### config.mk
export PLATFORM = sky130hd
export DESIGN_NAME = proc_injector
export DESIGN_NICKNAME = d
export VERILOG_FILES = /design/src/rtl/router_pkg.sv /design/src/rtl/proc_injector.sv
export SDC_FILE = /design/constraint.sdc
export NUM_CORES = 1
export LEC_CHECK = 0
export CORE_AREA = 2 2 80 82
export CTS_CLUSTER_SIZE = 30
export DETAILED_ROUTE_END_ITERATION = 12
export DIE_AREA = 0 0 82 84
export PLACE_DENSITY = 0.79
export REMOVE_ABC_BUFFERS = 1
export SLEW_MARGIN = 40
export SYNTH_ARGS = -nofsm -noshare
export SYNTH_HDL_FRONTEND = slang
export SYNTH_SLANG_ARGS = --single-unit
### constraint.sdc
create_clock -name clk -period 3.3 [get_ports clk]
set_clock_uncertainty 0.2 [all_clocks]
set_input_delay 0.33 -clock clk [delete_from_list [all_inputs] [get_ports clk]]
set_output_delay 0.33 -clock clk [all_outputs]
set_load 0.01 [all_outputs]
### src/rtl/router_pkg.sv
// Shared router types: flit type codes, header field layout, injector FSM states.
// Latency: n/a (types and constants only).
// Backpressure: n/a.
package router_pkg;

    // Two-bit flit type carried in the top bits of every flit.
    typedef enum logic [1:0] {
        FT_BODY     = 2'b00,
        FT_TAIL     = 2'b01,
        FT_HEAD     = 2'b10,
        FT_HEADTAIL = 2'b11
    } flit_type_t;

    localparam int FLIT_TYPE_W  = 2;

    // Header payload field layout (bit offsets into the flit).
    localparam int HDR_COORD_W  = 4;
    localparam int HDR_DSTX_LSB = 0;
    localparam int HDR_DSTY_LSB = 4;
    localparam int HDR_SRCX_LSB = 8;
    localparam int HDR_SRCY_LSB = 12;
    localparam int HDR_LEN_LSB  = 16;
    localparam int HDR_LEN_W    = 8;

    typedef enum logic [1:0] {
        ST_IDLE = 2'd0,
        ST_HEAD = 2'd1,
        ST_BODY = 2'd2
    } injector_state_t;

endpackage

### src/rtl/proc_injector.sv
// Processor-side wormhole packet injector: command + payload stream -> framed flits.
// Latency: header valid one cycle after command accept; body flits pass through combinationally.
// Backpressure: header held stable until ready; body follows pay_valid, pay_ready mirrors ready.
//
// Ports: clk/rst (sync, active-high); cmd_* send command (valid/ready, dst x/y, length);
// pay_* payload words (valid/ready/data); proc_output_* flit channel to router proc_input;
// pkt_sent / cmd_err one-cycle registered pulses; pkt_count wrapping completed-packet count.
module proc_injector
    import router_pkg::*;
#(
    parameter int n    = 32,
    parameter int srcx = 0,
    parameter int srcy = 0,
    parameter int maxx = 1,
    parameter int maxy = 1
) (
    input  logic         clk,
    input  logic         rst,
    input  logic         cmd_valid,
    output logic         cmd_ready,
    input  logic [3:0]   cmd_dstx,
    input  logic [3:0]   cmd_dsty,
    input  logic [7:0]   cmd_len,
    input  logic         pay_valid,
    output logic         pay_ready,
    input  logic [n-3:0] pay_data,
    output logic         proc_output_valid,
    input  logic         proc_output_ready,
    output logic [n-1:0] proc_output_data,
    output logic         pkt_sent,
    output logic         cmd_err,
    output logic [15:0]  pkt_count
);

    localparam logic [3:0] SRC_X = 4'(srcx);
    localparam logic [3:0] SRC_Y = 4'(srcy);
    localparam logic [3:0] MAX_X = 4'(maxx);
    localparam logic [3:0] MAX_Y = 4'(maxy);

    injector_state_t state_q, state_d;
    logic [3:0]      dstx_q, dsty_q;
    logic [7:0]      len_q;
    logic [7:0]      remaining_q;
    logic            cmd_fire, cmd_legal, out_fire, last_flit;
    logic [n-1:0]    hdr;
    flit_type_t      hdr_type, body_type;

    assign cmd_fire  = cmd_valid && cmd_ready;
    assign cmd_legal = !((cmd_dstx > MAX_X) || (cmd_dsty > MAX_Y) ||
                         ((cmd_dstx == SRC_X) && (cmd_dsty == SRC_Y)));
    assign out_fire  = proc_output_valid && proc_output_ready;
    // The flit on the channel closes the worm: a zero-length header or the final body word.
    assign last_flit = ((state_q == ST_HEAD) && (len_q == 8'd0)) ||
                       ((state_q == ST_BODY) && (remaining_q == 8'd1));

    assign hdr_type  = (len_q == 8'd0) ? FT_HEADTAIL : FT_HEAD;
    assign body_type = (remaining_q == 8'd1) ? FT_TAIL : FT_BODY;

    // Header is built only from latched fields, so it cannot change while stalled.
    always_comb begin
        hdr = '0;
        hdr[HDR_DSTX_LSB +: HDR_COORD_W]  = dstx_q;
        hdr[HDR_DSTY_LSB +: HDR_COORD_W]  = dsty_q;
        hdr[HDR_SRCX_LSB +: HDR_COORD_W]  = SRC_X;
        hdr[HDR_SRCY_LSB +: HDR_COORD_W]  = SRC_Y;
        hdr[HDR_LEN_LSB  +: HDR_LEN_W]    = len_q;
        hdr[n-1 -: FLIT_TYPE_W]           = hdr_type;
    end

    // State register
    always_ff @(posedge clk) begin
        if (rst) begin
            state_q <= ST_IDLE;
        end else begin
            state_q <= state_d;
        end
    end

    // Next-state logic
    always_comb begin
        state_d = state_q;
        case (state_q)
            ST_IDLE: if (cmd_fire && cmd_legal) state_d = ST_HEAD;
            ST_HEAD: if (out_fire) state_d = (len_q == 8'd0) ? ST_IDLE : ST_BODY;
            ST_BODY: if (out_fire && (remaining_q == 8'd1)) state_d = ST_IDLE;
            default: state_d = ST_IDLE;
        endcase
    end

    // Output logic
    always_comb begin
        cmd_ready         = 1'b0;
        pay_ready         = 1'b0;
        proc_output_valid = 1'b0;
        proc_output_data  = '0;
        case (state_q)
            // Gated by rst so no command can slip in during the reset cycle itself.
            ST_IDLE: cmd_ready = !rst;
            ST_HEAD: begin
                proc_output_valid = 1'b1;
                proc_output_data  = hdr;
            end
            ST_BODY: begin
                proc_output_valid = pay_valid;
                pay_ready         = proc_output_ready;
                proc_output_data  = {body_type, pay_data};
            end
            default: ;
        endcase
    end

    // Command fields, remaining count, status pulses and packet counter
    always_ff @(posedge clk) begin
        if (rst) begin
            dstx_q      <= '0;
            dsty_q      <= '0;
            len_q       <= '0;
            remaining_q <= '0;
            pkt_sent    <= 1'b0;
            cmd_err     <= 1'b0;
            pkt_count   <= '0;
        end else begin
            pkt_sent <= out_fire && last_flit;
            cmd_err  <= cmd_fire && !cmd_legal;
            if (cmd_fire && cmd_legal) begin
                dstx_q      <= cmd_dstx;
                dsty_q      <= cmd_dsty;
                len_q       <= cmd_len;
                remaining_q <= cmd_len;
            end else if ((state_q == ST_BODY) && out_fire) begin
                remaining_q <= remaining_q - 8'd1;
            end
            if (out_fire && last_flit) begin
                pkt_count <= pkt_count + 16'd1;
            end
        end
    end

endmodule

==> results.ini, run 1 <==
[outcome]
status = completed

[grt]
antenna_found_initial = 0
grt_max_degree = 54
track_usage = 0.200
grt_pass1_wl_um = 11000
grt-ovfl-total = 0
grt_pass1_vias = 2439

[synth]
synth_top_cells_by_count = 44 x dfxtp_1, 33 x nand2_1, 30 x nor2b_1, 27 x nor2_1, 19 x clkbuf_1
synth-edff-count = 0
ys_warn_count = 0
ys_dominant_reg_cell = dfxtp_1
syn-cell-area_sq_um = 2550
async_flop_share = 0
ys_ff_latch = 44
avgSynthCellArea_sq_um = 8.09
yosys-top-cells-area = dfxtp_1 35%, nor2b_1 7.4%, nand2_1 4.9%
netlist_instances = 315
yosysTopAreaCell = dfxtp_1
synth.top_cell.area_share = 0.346
yosysUniqueCellTypes = 40
ys_seq_area_frac = 0.346
yosys.cell_count.top_type = dfxtp_1

[power]
p_leak_nw = 1.28
total_power_w = 0.00103
p_per_area_nw_per_um2 = 278
comb_power_share = 0.164
pwr-share-clk = 0.315
p_int_w = 0.000772
swShare = 0.253
peakVddDrop_mv = 0.295
power.switching_w = 0.000261
seq_power_share = 0.521

[setup_path]
critPathRequiredTime_ns = 3.29
cp_max_fo = 16
crit_type = reg -> reg
end_kind = flop
critical-path-top-delay-family = simple AND/OR/NAND/NOR gates
path_cells = ha_1 > or3b_2 > or3_1 > a2111oi_1 > mux2_1
critPathBufInv = 0
cp.depth = 5
cp_slowest_cell = or3_1
worstPathArrival_ns = 2.82
critPathLaunchType = flop
reg2regPathDepth = 5
cp_slowest_stage_delay_ns = 0.62

[min_path]
hold-path-cell-count = 3
hold_class = in -> reg

[detailed_routing]
ant_nets = 0
remaining_drc_errors = 0
totalWireLength_um = 6760
drt-pass1-iter-count = 4
via_per_inst = 5.26
wl_per_cell_um = 13.8
vias = 2566
drtIter0Drc = 163

[sta]
rsz0062_at_grt = false
worstMarginPinSlew_ns = 0.547
timing.hold.ws_ns = 0.234
fmax_mhz = 354
finalCriticalPeriod_ns = 2.83
post-route-period-util = 0.857
final.setup.tns_ns = 0
drv_slew = 0
finalSetupViolations = 0
relSlewSlack = 0.631
finalHoldViolations = 0

[place]
gp_congestion = 0.834
dpl.hpwl_um = 4900
post_dp_cell_area_sq_um = 3640
io_buffer_count = 103

[clock_tree]
clkTransAtPathRegs_ns = 0.08
cts_sinks = 44
cts_made_buffers = 5
ctsHoldBuffers = 0
cts_root_buf = clkbuf_8
ctsHtreeMaxLevel = 2
post_cts_buffers = 0
clock_path_buffers = 2
clk_latency_ns = 0.30
cts_resized = 0
cts_tree = yes

[floorplanning]
die_x_um = 82
start_util = 0.418
die_area_sq_um = 6890
io_pins = 104
core_sq_um = 6100
die_height_um = 84
placementRows = 29

[layout]
postLayoutCellArea_sq_um = 3720
drive_gt1_frac = 0.0706
diodes = 0
fin_util = 0.611
syn_to_final_growth_pct = 46.0
final_nets = 470

[run]
drv_cap = 0

-- worst min-delay path: stages --
cell and delay, ns:
buf_2 0.11, nand3b_1 0.18, nor2_1 0.06
-- final cells by class --
class	instances	area (sq um)
Fill cell	544	2370
Multi-Input combinational cell	240	1550
Timing Repair Buffer	111	1090
Clock inverter	1	5.00
Inverter	9	33.8
Sequential cell	44	881
Tap cell	77	96.3
Clock buffer	6	72.6
-- flip-flops by register name, indices dropped and copies added (netlist names) --
name	flops
cmd_err	1
dstx_q	4
dsty_q	4
len_q	8
pkt_count	16
pkt_sent	1
remaining_q	8
state_q	2
-- metrics by stage --
stage | setup WS [ns] | std cells
final | 0.471 | 488
after global routing | 0.297 | 488
after CTS | 0.483 | 488
after detailed placement | 0.482 | 481
after global placement | 0.559 | 481
after floorplan | 0.275 | 293
-- layer usage --
| metal | part of all wire | wire length [um] | vias up | track usage |
|---|---|---|---|---|
| li1 | - | - | 1303 | - |
| met1 | 0.45 | 3060 | 1193 | 0.253 |
| met2 | 0.50 | 3350 | 62 | 0.343 |
| met3 | 0.038 | 258 | 8 | 0.0411 |
| met4 | 0.013 | 88 | 0 | 0.0470 |
| met5 | 0 | 0 | - | 0 |
-- final timing paths --
path                         to      startpoint  slack (ns)
hold / removal          cmd_err             rst        0.23
setup reg to reg  pkt_count[15]  remaining_q[0]        0.47
setup / recovery  pkt_count[15]  remaining_q[0]        0.47
hold reg to reg       dstx_q[0]       dstx_q[0]        0.26
-- cells by family after synthesis --
group / Yosys count / share of synthesized area
muxes: 14 / 0.0619
xor gates and xnor gates: 6 / 0.0206
adders and majority gates: 8 / 0.0393
DFF: 44 / 0.346
AOI/OAI and AO/OA: 64 / 0.179
buffers and inverters: 31 / 0.0471
and+or+nand+nor: 148 / 0.307
-- power by group through the flow --
stage	clock network [W]	logic (W)	registers, W
after global routing	0.000344	0.000187	0.000539
after CTS	0.000331	0.000171	0.000538
final	0.000326	0.000170	0.000538
after detailed placement	0	0.000170	0.000550
after floorplan	0	0.0000651	0.000550
after global placement	0	0.000168	0.000550
-- layout by cell type (no fill, tap or decap), types with 6 or more instances in the layout --
master and instances:
clkdlybuf4s50_1 102, ha_1 8, nand3_1 6, mux2_2 8, dfxtp_1 44, mux2_1 6, a211oi_1 12, and3_1 6
a22oi_1 16, and2_1 18, a21oi_1 18, nor3_1 7, inv_1 9, nand2_1 33, buf_4 8, nor2b_1 30
nor2_1 27
(Power assumes the default switching activity.)
==> run 2: changes to the inputs <==
--- a/config.mk
+++ b/config.mk
@@ -5,12 +5,14 @@
 export SDC_FILE = /design/constraint.sdc
 export NUM_CORES = 1
 export LEC_CHECK = 0
-export CORE_AREA = 2 2 80 82
+export CORE_AREA = 2 2 79 81
+export CTS_BUF_LIST = sky130_fd_sc_hd__clkbuf_2 sky130_fd_sc_hd__clkbuf_4 sky130_fd_sc_hd__clkbuf_8
 export CTS_CLUSTER_SIZE = 30
 export DETAILED_ROUTE_END_ITERATION = 12
-export DIE_AREA = 0 0 82 84
-export PLACE_DENSITY = 0.79
+export DIE_AREA = 0 0 81 83
+export PLACE_DENSITY = 0.81
 export REMOVE_ABC_BUFFERS = 1
+export SKIP_CTS_REPAIR_TIMING = 1
 export SLEW_MARGIN = 40
 export SYNTH_ARGS = -nofsm -noshare
 export SYNTH_HDL_FRONTEND = slang
==> run 2 against run 1 <==
Effect of this change: register-to-register slack about the same; critical path depth is 2 higher; clock-buffer cell count is the same; via count rose by 1.8%; routed wire length grew 3.5%; utilization increased by 3.5 points; combinational power barely moved; worst hold slack improved by 0.0063 ns; die area decreased by 2.4%; sequential power hardly changed; non-clock buffer count stayed put; maximum frequency is 0.57% lower.
==> results.ini, run 2 (same netlist as run 1, synthesis figures left out) <==
[min_path]
hold_class = in -> reg

[clock_tree]
clk_latency_ns = 0.30  ; about the same
ctsHtreeMaxLevel = 2  ; unchanged
cts_root_buf = clkbuf_8
clock_path_buffers = 2  ; unchanged
cts_made_buffers = 5  ; unchanged
cts_tree = yes
clkTransAtPathRegs_ns = 0.08  ; about the same
cts_sinks = 44  ; unchanged

[layout]
diodes = 0  ; unchanged
postLayoutCellArea_sq_um = 3750  ; +0.84%
reg.largest.list = pkt_count: 16 flops, len_q: 8 flops, remaining_q: 8 flops
drive_gt1_frac = 0.0752  ; +0.00468
final_nets = 470  ; unchanged
final_cell_mix = 102 x clkdlybuf4s50_1, 44 x dfxtp_1, 33 x nand2_1
top_register = pkt_count
final_common_cell = clkdlybuf4s50_1
fin_util = 0.645  ; +0.0348
largest_reg_flops = 16  ; unchanged
syn_to_final_growth_pct = 47.3

[run]
drv_cap = 0  ; unchanged

[detailed_routing]
remaining_drc_errors = 0  ; unchanged
wl_per_cell_um = 14.4  ; +3.7%
drtIter0Drc = 115  ; -29%
drt-pass1-iter-count = 4  ; unchanged
vias = 2612  ; +1.8%
via_per_inst = 5.36  ; +2.0%
totalWireLength_um = 6990  ; +3.5%
ant_nets = 0  ; unchanged

[sta]
fmax_mhz = 352  ; -0.57%
relSlewSlack = 0.610  ; -0.0202
post-route-period-util = 0.862  ; +0.00494
rsz0062_at_grt = false
finalSetupViolations = 0  ; unchanged
finalCriticalPeriod_ns = 2.84  ; +0.0163 ns
worstMarginPinSlew_ns = 0.579  ; +0.0322 ns
finalHoldViolations = 0  ; unchanged
drv_slew = 0  ; unchanged
final.setup.tns_ns = 0  ; unchanged

[power]
p_leak_nw = 1.29  ; +1.4%
p_per_area_nw_per_um2 = 300  ; +8.3%
peakVddDrop_mv = 0.164  ; -44%

[setup_path]
end_kind = output port
cp_max_fo = 4  ; -12
critPathLaunchType = flop
crit_type = reg -> out
critPathRequiredTime_ns = 2.77  ; -0.52 ns
worstPathArrival_ns = 2.31  ; -0.51 ns

[floorplanning]
die_height_um = 83  ; -1.2%
start_util = 0.438  ; +0.0201
placementRows = 28  ; -3.4%
core_sq_um = 5820  ; -4.6%
io_pins = 104  ; unchanged
die_area_sq_um = 6720  ; -2.4%
die_x_um = 81  ; -1.2%

[outcome]
status = completed

[place]
dpl.hpwl_um = 5070  ; +3.5%
io_buffer_count = 103  ; unchanged
gp_congestion = 0.823  ; -1.4%
post_dp_cell_area_sq_um = 3640  ; about the same

[grt]
grt_max_degree = 39  ; -28%
grt_pass1_wl_um = 11500  ; +4.2%
antenna_found_initial = 0  ; unchanged
track_usage = 0.213  ; +0.0129
grt_pass1_vias = 2508  ; +2.8%
grt-ovfl-total = 0  ; unchanged

run 2: worst paths after layout:
check,from,end,slack [ns],cells past startpoint
worst max-delay path,remaining_q[1],proc_output_data[30],0.46,7
worst min register to register,dsty_q[0],dsty_q[0],0.27,2
worst max register to register,remaining_q[1],pkt_count[15],0.47,6
worst min-delay path,rst,len_q[1],0.24,2
run 2: per-stage QoR:
step                worst slack [ns]  power, W  std cells  hold slack [ns]
finish                         0.455   0.00113        487            0.240
global route                   0.265   0.00117        487            0.256
CTS                            0.424   0.00114        487            0.231
detailed placement             0.497  0.000722        479            0.261
global placement               0.567  0.000718        479            0.251
floorplan                      0.275  0.000615        293            0.199
run 2: layout make-up:
class / instances / area [sq um]
timing repair buffer: 111 / 1090
clock inverter: 2 / 35.0
fill: 543 / 2060
multi-input combinational: 240 / 1550
sequential: 44 / 881
inverter: 9 / 33.8
tap: 75 / 93.8
clock buffer: 6 / 76.3
run 2: metal layers:
metal,vias up,GRT usage,part of all wire
li1,1297,-,-
met1,1203,0.257,0.44
met2,102,0.361,0.48
met3,10,0.0554,0.070
met4,0,0.0693,0.018
met5,-,0,0
run 2: worst max-delay path: stages, from the launching register on:
cell	delay, ns
dfxtp_1	0.34
inv_1	0.09
ha_1	0.13
or3b_2	0.47
nor2_1	0.11
nand2_1	0.06
a21boi_0	0.22
clkdlybuf4s50_1	0.58
run 2: report_power, final:
group	switching, W	internal, W	leakage (nW)
clock network	0.000186	0.000233	0.0586
logic	0.0000782	0.0000934	0.882
registers	0.00000339	0.000534	0.355
==> run 3: changes to the inputs <==
--- a/config.mk
+++ b/config.mk
@@ -5,14 +5,14 @@
 export SDC_FILE = /design/constraint.sdc
 export NUM_CORES = 1
 export LEC_CHECK = 0
-export CORE_AREA = 2 2 79 81
+export ABC_AREA = 1
+export CORE_AREA = 2 2 80 82
 export CTS_BUF_LIST = sky130_fd_sc_hd__clkbuf_2 sky130_fd_sc_hd__clkbuf_4 sky130_fd_sc_hd__clkbuf_8
 export CTS_CLUSTER_SIZE = 30
 export DETAILED_ROUTE_END_ITERATION = 12
-export DIE_AREA = 0 0 81 83
-export PLACE_DENSITY = 0.81
+export DIE_AREA = 0 0 82 84
+export PLACE_DENSITY = 0.82
 export REMOVE_ABC_BUFFERS = 1
-export SKIP_CTS_REPAIR_TIMING = 1
 export SLEW_MARGIN = 40
 export SYNTH_ARGS = -nofsm -noshare
 export SYNTH_HDL_FRONTEND = slang
==> run 3 against run 2 <==
Effect of this change: largest cell class unchanged; clock power grew 11%; design area grew 4.2%; cell count grew 26%; routed wire length grew 6.2%; total power grew 64%; sequential share of layout area shrank 0.94 points; largest power group is now combinational logic; maximum frequency shrank 2.4%; synthesized cell count grew 40%.
==> results.ini, run 3 <==
[outcome]
status = completed

[detailed_routing]
wl_per_cell_um = 12.1  ; -16%
via_per_inst = 4.90  ; -8.6%
ant_nets = 0  ; unchanged
totalWireLength_um = 7420  ; +6.2%
drtIter0Drc = 134  ; +17%
vias = 3014  ; +15%
drt-pass1-iter-count = 4  ; unchanged
remaining_drc_errors = 0  ; unchanged

[place]
io_buffer_count = 103  ; unchanged
gp_congestion = 0.866  ; +5.2%
dpl.hpwl_um = 5600  ; +11%

[grt]
antenna_found_initial = 0  ; unchanged
grt_pass1_vias = 2895  ; +15%
track_usage = 0.230  ; +0.0168
grt-ovfl-total = 0  ; unchanged
grt_max_degree = 31  ; -21%
grt_pass1_wl_um = 12600  ; +9.9%

[setup_path]
critPathBufInv = 3  ; +1
end_kind = output port
cp_max_fo = 17  ; +13
cp_slowest_stage_delay_ns = 0.58  ; about the same
crit_type = reg -> out
worstPathArrival_ns = 2.38  ; +0.07 ns
critical-path-top-delay-family = buffers and inverters
critPathRequiredTime_ns = 2.77  ; about the same
critPathLaunchType = flop
cp_slowest_cell = clkdlybuf4s50_1
path_cells = inv_1 > ha_1 > clkinv_1 > a21oi_1 > clkdlybuf4s50_1

[synth]
syn-cell-area_sq_um = 2720  ; +6.7%
synth_top_cells_by_count = 147 x nand2_1, 59 x nor2_1, 50 x inv_1, 44 x dfxtp_1, 43 x a21oi_1
ys_seq_area_frac = 0.324  ; -0.0218
yosys-top-cells-area = dfxtp_1 32%, nand2_1 20%, nor2_1 8.1%
synth.top_cell.area_share = 0.324  ; -0.0218
yosysUniqueCellTypes = 27  ; -33%
avgSynthCellArea_sq_um = 6.18  ; -24%
async_flop_share = 0  ; unchanged
ys_dominant_reg_cell = dfxtp_1
netlist_instances = 440  ; +40%
ys_warn_count = 0  ; unchanged
yosysTopAreaCell = dfxtp_1
yosys.cell_count.top_type = nand2_1
synth-edff-count = 0  ; unchanged
ys_ff_latch = 44  ; unchanged

[floorplanning]
die_x_um = 82  ; +1.2%
die_area_sq_um = 6890  ; +2.5%
io_pins = 104  ; unchanged
start_util = 0.446  ; +0.00797
placementRows = 29  ; +3.6%
die_height_um = 84  ; +1.2%
core_sq_um = 6100  ; +4.8%

[layout]
final_nets = 596  ; +27%
top_register = pkt_count
final_common_cell = nand2_1
syn_to_final_growth_pct = 43.7
diodes = 0  ; unchanged
reg.largest.list = pkt_count: 16 flops, len_q: 8 flops, remaining_q: 8 flops
fin_util = 0.641  ; -0.00402
drive_gt1_frac = 0.0502  ; -0.0251
final_cell_mix = 147 x nand2_1, 103 x clkdlybuf4s50_1, 59 x nor2_1
largest_reg_flops = 16  ; unchanged

[clock_tree]
clkTransAtPathRegs_ns = 0.08  ; about the same
cts_root_buf = clkbuf_8
post_cts_buffers = 0
cts_made_buffers = 5  ; unchanged
ctsHtreeMaxLevel = 2  ; unchanged
ctsHoldBuffers = 0
cts_resized = 0
clk_latency_ns = 0.32  ; +0.02 ns
clock_path_buffers = 2  ; unchanged
cts_sinks = 44  ; unchanged
cts_tree = yes

[run]
drv_cap = 0  ; unchanged

[sta]
finalSetupViolations = 0  ; unchanged
post-route-period-util = 0.883  ; +0.0211
fmax_mhz = 343  ; -2.4%
finalHoldViolations = 0  ; unchanged
rsz0062_at_grt = false
relSlewSlack = 0.543  ; -0.0672
timing.hold.ws_ns = 0.248  ; +0.00842 ns
worstMarginPinSlew_ns = 0.685  ; +0.106 ns
finalCriticalPeriod_ns = 2.91  ; +0.0696 ns
drv_slew = 0  ; unchanged
final.setup.tns_ns = 0  ; unchanged

[min_path]
hold_class = reg -> reg

[power]
p_per_area_nw_per_um2 = 472  ; +57%
p_leak_nw = 1.58  ; +22%
peakVddDrop_mv = 0.284  ; +74%

-- run 3: cell types whose count changed in the layout (fill, tap and decap cells not counted), moves of 12 or more --
cell      before  now
a21oi_1       18   43
nor2_1        27   59
inv_1          9   50
nand2_1       33  147
nor2b_1       30    0
a22oi_1       16    0
a211oi_1      12    0
nand3_1        6   20
and2_1        18    0
-- run 3: area by class of cell --
| cell class | instances | area [sq um] |
|---|---|---|
| Fill cell | 561 | 2190 |
| Multi-Input combinational cell | 325 | 1540 |
| Timing Repair Buffer | 107 | 1060 |
| Sequential cell | 44 | 881 |
| Inverter | 54 | 203 |
| Clock buffer | 7 | 96.3 |
| Tap cell | 77 | 96.3 |
| Clock inverter | 1 | 30.0 |
-- run 3: logic make-up after synthesis --
| family | count (synthesis) | share of synthesized area |
|---|---|---|
| AND/OR/NAND/NOR | 244 | 0.374 |
| buffers and inverters | 71 | 0.109 |
| AO/OA/AOI/OAI | 61 | 0.117 |
| flip-flops | 44 | 0.324 |
| XOR/XNOR | 12 | 0.0386 |
| adder cells (fa/ha/maj) | 8 | 0.0368 |
-- run 3: where the power goes --
part / total, W / internal (W) / switching, W
combinational: 0.000817 / 0.000340 / 0.000477
clock: 0.000463 / 0.000267 / 0.000195
sequential: 0.000566 / 0.000550 / 0.0000155
-- run 3: worst paths after layout --
path	end	slack (ns)	depth (start not counted)	from
worst max register to register	remaining_q[0]	0.84	11	state_q[1]
worst min register to register	dsty_q[3]	0.25	2	dsty_q[3]
worst max-delay path	proc_output_data[18]	0.39	5	state_q[0]
worst min-delay path	dsty_q[3]	0.25	2	dsty_q[3]
-- run 3: worst reg2reg max path, cell delays in order, from the launching register on --
cell and delay [ns]:
dfxtp_1 0.33, inv_1 0.12, ha_1 0.62, inv_1 0.09, nand2_1 0.11, nand2_2 0.09, inv_2 0.09, nand2_1 0.05
nand2_1 0.29, inv_1 0.20, nor2_1 0.14, nor2_1 0.05
-- run 3: per-stage QoR --
step | instance area (sq um) | setup slack, ns | total power, W | instances
floorplan | 2630 | 0.972 | 0.00103 | 423
global placement | 3780 | 0.729 | 0.00139 | 607
detailed placement | 3780 | 0.703 | 0.00140 | 607
CTS | 3910 | 0.357 | 0.00186 | 615
global route | 3910 | 0.200 | 0.00196 | 615
finish | 3910 | 0.386 | 0.00185 | 615
-- run 3: routing by layer --
layer  vias up  part of all wire  GRT usage
li1       1545                 -          -
met1      1360              0.42      0.273
met2        97              0.50      0.394
met3        12             0.068     0.0476
met4         0             0.017     0.0909
met5         -                 0          0
